**src/rtl/pix_framer.sv**
```systemverilog
// Pixel framer: buffers a valid/ready pixel stream in a small FIFO and emits a framed
// ima/enable stream with frame/line markers and a fixed horizontal-blanking gap per line.
module pix_framer #(
  parameter int IMA        = 8,
  parameter int COLS       = 32,
  parameter int ROWS       = 7,
  parameter int HBLANK     = 2,
  parameter int FIFO_DEPTH = 4
) (
  input  logic           clk,
  input  logic           rst,
  input  logic [IMA-1:0] pix_in,
  input  logic           pix_sof,
  input  logic           pix_valid,
  output logic           pix_ready,
  output logic [IMA-1:0] ima,
  output logic           enable,
  output logic           frame_start,
  output logic           line_start,
  output logic           frame_end,
  output logic           sync_err
);

  localparam int AW = $clog2(FIFO_DEPTH);
  localparam int CW = (COLS > 1) ? $clog2(COLS) : 1;
  localparam int RW = (ROWS > 1) ? $clog2(ROWS) : 1;
  localparam int BW = (HBLANK > 1) ? $clog2(HBLANK + 1) : 1;

  typedef enum logic [1:0] {S_WAIT, S_ACT, S_BLANK} state_t;

  // FIFO of {sof, pixel}; pointers carry one extra wrap bit for full/empty
  logic [IMA:0]   r_mem [FIFO_DEPTH];
  logic [AW:0]    r_wptr, r_rptr;
  logic           w_full, w_empty, w_push, w_pop;
  logic [IMA:0]   w_head;
  logic           w_sof;
  logic [IMA-1:0] w_dat;

  assign w_full    = (r_wptr[AW] != r_rptr[AW]) && (r_wptr[AW-1:0] == r_rptr[AW-1:0]);
  assign w_empty   = (r_wptr == r_rptr);
  assign pix_ready = ~w_full & ~rst;
  assign w_push    = pix_valid & pix_ready;
  assign w_head    = r_mem[r_rptr[AW-1:0]];
  assign w_sof     = w_head[IMA];
  assign w_dat     = w_head[IMA-1:0];

  always_ff @(posedge clk) begin
    if (w_push) r_mem[r_wptr[AW-1:0]] <= {pix_sof, pix_in};
  end

  always_ff @(posedge clk or posedge rst) begin
    if (rst) begin
      r_wptr <= '0;
      r_rptr <= '0;
    end else begin
      if (w_push) r_wptr <= r_wptr + (AW+1)'(1);
      if (w_pop)  r_rptr <= r_rptr + (AW+1)'(1);
    end
  end

  state_t        r_state, w_state_n;
  logic [CW-1:0] r_col, w_col_n, w_pc;
  logic [RW-1:0] r_row, w_row_n, w_pr;
  logic [BW-1:0] r_cnt, w_cnt_n;
  logic          r_eof, w_eof_n;
  logic          w_take, w_last_col, w_last_row;

  assign w_pop      = ~w_empty && (r_state != S_BLANK);
  // A sof entry always restarts the frame at (0,0), whatever the counters say
  assign w_take     = w_pop && (w_sof || r_state == S_ACT);
  assign w_pc       = w_sof ? '0 : r_col;
  assign w_pr       = w_sof ? '0 : r_row;
  assign w_last_col = (w_pc == CW'(COLS - 1));
  assign w_last_row = (w_pr == RW'(ROWS - 1));

  always_ff @(posedge clk or posedge rst) begin
    if (rst) begin
      r_state <= S_WAIT;
      r_col   <= '0;
      r_row   <= '0;
      r_cnt   <= '0;
      r_eof   <= 1'b0;
    end else begin
      r_state <= w_state_n;
      r_col   <= w_col_n;
      r_row   <= w_row_n;
      r_cnt   <= w_cnt_n;
      r_eof   <= w_eof_n;
    end
  end

  always_comb begin
    w_state_n = r_state;
    w_col_n   = r_col;
    w_row_n   = r_row;
    w_cnt_n   = r_cnt;
    w_eof_n   = r_eof;
    case (r_state)
      S_BLANK: begin
        w_cnt_n = r_cnt - BW'(1);
        if (r_cnt == BW'(1)) w_state_n = r_eof ? S_WAIT : S_ACT;
      end
      default: begin
        if (w_take) begin
          if (w_last_col) begin
            w_col_n = '0;
            w_row_n = w_last_row ? '0 : w_pr + RW'(1);
            w_eof_n = w_last_row;
            if (HBLANK > 0) begin
              w_state_n = S_BLANK;
              w_cnt_n   = BW'(HBLANK);
            end else begin
              w_state_n = w_last_row ? S_WAIT : S_ACT;
            end
          end else begin
            w_col_n   = w_pc + CW'(1);
            w_row_n   = w_pr;
            w_state_n = S_ACT;
          end
        end
      end
    endcase
  end

  logic w_fs, w_ls, w_fe, w_se;

  always_comb begin
    w_ls = w_take && (w_pc == '0);
    w_fs = w_ls && (w_pr == '0);
    w_fe = w_take && w_last_col && w_last_row;
    w_se = w_take && (r_state == S_ACT) && w_sof && ((r_col != '0) || (r_row != '0));
  end

  always_ff @(posedge clk or posedge rst) begin
    if (rst) begin
      ima         <= '0;
      enable      <= 1'b0;
      frame_start <= 1'b0;
      line_start  <= 1'b0;
      frame_end   <= 1'b0;
      sync_err    <= 1'b0;
    end else begin
      if (w_take) ima <= w_dat;
      enable      <= w_take;
      frame_start <= w_fs;
      line_start  <= w_ls;
      frame_end   <= w_fe;
      sync_err    <= w_se;
    end
  end

endmodule

```
**config.mk**
```make
export PLATFORM = sky130hd
export DESIGN_NAME = pix_framer
export DESIGN_NICKNAME = d
export VERILOG_FILES = /design/src/rtl/pix_framer.sv
export SDC_FILE = /design/constraint.sdc
export NUM_CORES = 1
export LEC_CHECK = 0
export CAP_MARGIN = 0
export CORE_MARGIN = 3
export CORE_UTILIZATION = 40
export CTS_CLUSTER_SIZE = 20
export DETAILED_ROUTE_END_ITERATION = 8
export PLACE_DENSITY = 0.64
export SYNTH_ARGS = -nofsm -noshare
export SYNTH_HDL_FRONTEND = slang
export SYNTH_SLANG_ARGS = --single-unit
```
**constraint.sdc**
```tcl
create_clock -name clk -period 5 [get_ports clk]
set_clock_uncertainty 0.1 [all_clocks]
set_input_delay 0.75 -clock clk [delete_from_list [all_inputs] [get_ports clk]]
set_output_delay 0.75 -clock clk [all_outputs]
set_load 0.03 [all_outputs]
```
==> results.toml <==
[logic_synthesis]
netlist_instances = 203
yosysUniqueCellTypes = 43
synth-seq-area-share = 0.627
yosys_warnings = 0
synth_edf_count = 36
syn-num-nets = 223
async_reset_ff_frac = 0.471
syn_avg_cell_area_um2 = 14.8
synth_seq_cells = 68
synthFlopType = "edfxtp_1"
synth_area_mm2 = 0.00300

[layout]
final_util = 0.497
area_growth_pct = 16.2
final-seq-area_mm2 = 0.00188
layout-drive-gt1-share = 0.178
multi_input_area_mm2 = 0.00102
diodes = 0
final_cells = 332
fillers = 639
nets = 251

[pwr]
net-switching-power_uw = 729
p_comb_frac = 0.391
power.share.sequential = 0.418
peakVddDrop_mv = 0.298
p_int_uw = 1280
p_leak_uw = 0.00131
pwr-share-clk = 0.191
design_power_total_uw = 2010
switching_share = 0.362
power_density_mw_per_mm2 = 577

[hold_path]
hp-class = "flip-flop to flip-flop"

[setup_path]
path_cells = "mux4_2 > nor3_1 > ha_1 > o31ai_1 > a21oi_1 > mux2_2"
reg2reg_slack_ps = 1680
cpMaxStageDelayCell = "dfrtp_1"
crit_type = "flip-flop to flip-flop"
critPathCaptureType = "flip-flop"
arrival_ps = 3460
crit_path_start_kind = "flip-flop"
crit_required_ps = 5140
max_stage_delay_ps = 890
cp_max_fo = 16

[job]
drv_cap = 0

[cts]
postCtsSetupBuffers = 0
cts.repair.resized = 0
clk_path_buf_depth = 2
clockRootBuffer = "clkbuf_8"
holdBufCountCts = 0
numCtsBuffers = 9
clkTransAtPathRegs_ps = 80
clock-sinks = 68
clock_latency_ps = 340
htreeDepth = 3
tritoncts = "built"

[route]
wl_per_cell_um = 15.2
drc = 0
num_vias = 1735
drt_pre_antenna_iters = 4
drt_iter0_markers = 166
final_antenna_net_count = 0
routed_wl_um = 5040
vias_per_cell = 5.23

[timing]
rsz0062_at_grt = "false"
drv_slew = 0
period_needed_ps = 3320
relSlewSlack = 0.444
finalSetupViolations = 0
setup_tns_ps = 0
fmax_mhz = 301
finalCritPeriodShare = 0.665
hold_viol = 0
tightest_slew_ps = 834

[floorplanning]
die_w_um = 92.6
initial_utilization = 0.428
io_pins = 26
die_h_um = 92.6
rows = 30
fp.dieArea_mm2 = 0.00858
core_mm2 = 0.00702

[grt]
overflow = 0
grtUsageMet2 = 0.195
busiest_layer = "met2"
grt_use_met3 = 0.0463
grt_pass1_wl_um = 8470
grt_max_degree = 33
grt_use_met1 = 0.168
antenna_found_initial = 0
grt_use_total = 0.132
grt_pass1_vias = 1742

[place]
dp_cells = 316
place_congestion = 0.805
hpwlAfterDp_um = 3350
io_buffers = 25

[outcome]
status = "completed"
[synth_stat cells (2+ instances only)]
cell,count,area share
edfxtp_1,36,0.36
dfrtp_1,32,0.27
mux2_2,12,0.045
nor2_1,11,0.014
inv_1,10,0.013
mux4_2,9,0.068
ha_1,8,0.033
nand2_1,8,0.010
and2_1,6,0.013
nor3_1,6,0.010
xor2_1,5,0.015
o21ai_0,4,0.0067
xnor2_1,4,0.012
a211oi_1,3,0.0075
a221o_1,3,0.010
buf_4,3,0.0075
clkbuf_1,3,0.0038
nand3_1,3,0.0050
nor2b_1,3,0.0063
a21oi_1,2,0.0033
a22o_1,2,0.0058
a31oi_1,2,0.0042
buf_6,2,0.0075
mux2_1,2,0.0075
mux2i_1,2,0.0067
nor4_1,2,0.0042
nor4b_1,2,0.0058
o22a_1,2,0.0058
or2_2,2,0.0042
[critical path: cells and delay by family, from the launching register on]
family / cells / cell delay [ps]
DFF: 1 / 890
adders and majority gates: 1 / 340
AOI/OAI and AO/OA: 2 / 550
and+or+nand+nor: 1 / 220
muxes: 2 / 1120
[power by group through the flow]
stage	registers (uW)	clock network [uW]	logic, uW
6_report	841	384	787
5_1_grt	864	424	858
4_1_cts	846	397	798
3_5_place_dp	858	0	794
3_3_place_gp	852	0	787
2_1_floorplan	884	0	577
[state kept, by name (all words and copies together), names as in the netlist]
| register | count |
|---|---|
| sync_err | 1 |
| r_col | 5 |
| frame_end | 1 |
| line_start | 1 |
| r_wptr | 3 |
| frame_start | 1 |
| r_state | 2 |
| r_rptr | 3 |
| r_mem | 36 |
| r_row | 3 |
| r_cnt | 2 |
| enable | 1 |
| ima | 8 |
| r_eof | 1 |
[layout by cell type (no fill, tap or decap), types with 4 or more instances in the layout]
cell	count
and2_1	6
inv_1	10
nor3_1	6
edfxtp_1	36
dfrtp_1	32
clkbuf_8	9
mux4_2	9
nor2_1	11
clkdlybuf4s50_1	25
ha_1	8
o21ai_0	4
mux2_2	12
nand2_1	8
xnor2_1	4
xor2_1	5
[cell type report]
| cell class | count | area share |
|---|---|---|
| inverter | 10 | 0.0108 |
| timing repair buffer | 26 | 0.0739 |
| clock buffer | 10 | 0.0366 |
| tap | 96 | 0.0344 |
| multi-input combinational | 116 | 0.293 |
| sequential | 68 | 0.539 |
| clock inverter | 6 | 0.0122 |
[through the flow]
step	area, um2	setup WS (ps)	hold slack (ps)
floorplan	3000	2280	360
global placement	3320	1750	376
detailed placement	3320	1640	380
CTS	3490	1640	395
global route	3490	1430	411
finish	3490	1680	388
[metal layers]
layer,share of wire,vias to the layer above,wire length (um)
met3,0.058,5,294
li1,-,815,-
met2,0.47,49,2360
met5,0,-,0
met1,0.46,866,2300
met4,0.017,0,88
[kinds of logic (layout without fill, tap and decap cells)]
| kind of cell | Yosys count | in the layout | synth area share |
|---|---|---|---|
| DFF | 68 | 68 | 0.627 |
| and+or+nand+nor | 47 | 47 | 0.0817 |
| AOI/OAI and AO/OA | 27 | 27 | 0.0721 |
| muxes | 25 | 25 | 0.127 |
| buffers and inverters | 19 | 52 | 0.0329 |
| xor gates and xnor gates | 9 | 9 | 0.0263 |
| adders and majority gates | 8 | 8 | 0.0333 |
[path summary, 6_finish.rpt]
check                      startpoint         to  cells after the start
setup / recovery            r_rptr[0]      r_eof                      6
hold / removal              r_wptr[2]  r_wptr[2]                      1
setup reg to reg            r_rptr[0]      r_eof                      6
hold reg to reg             r_wptr[2]  r_wptr[2]                      1
max in group asynchronous         rst     ima[0]                      3
min in group asynchronous         rst  r_wptr[2]                      3
Note: power is estimated with default switching activity, not from simulation.
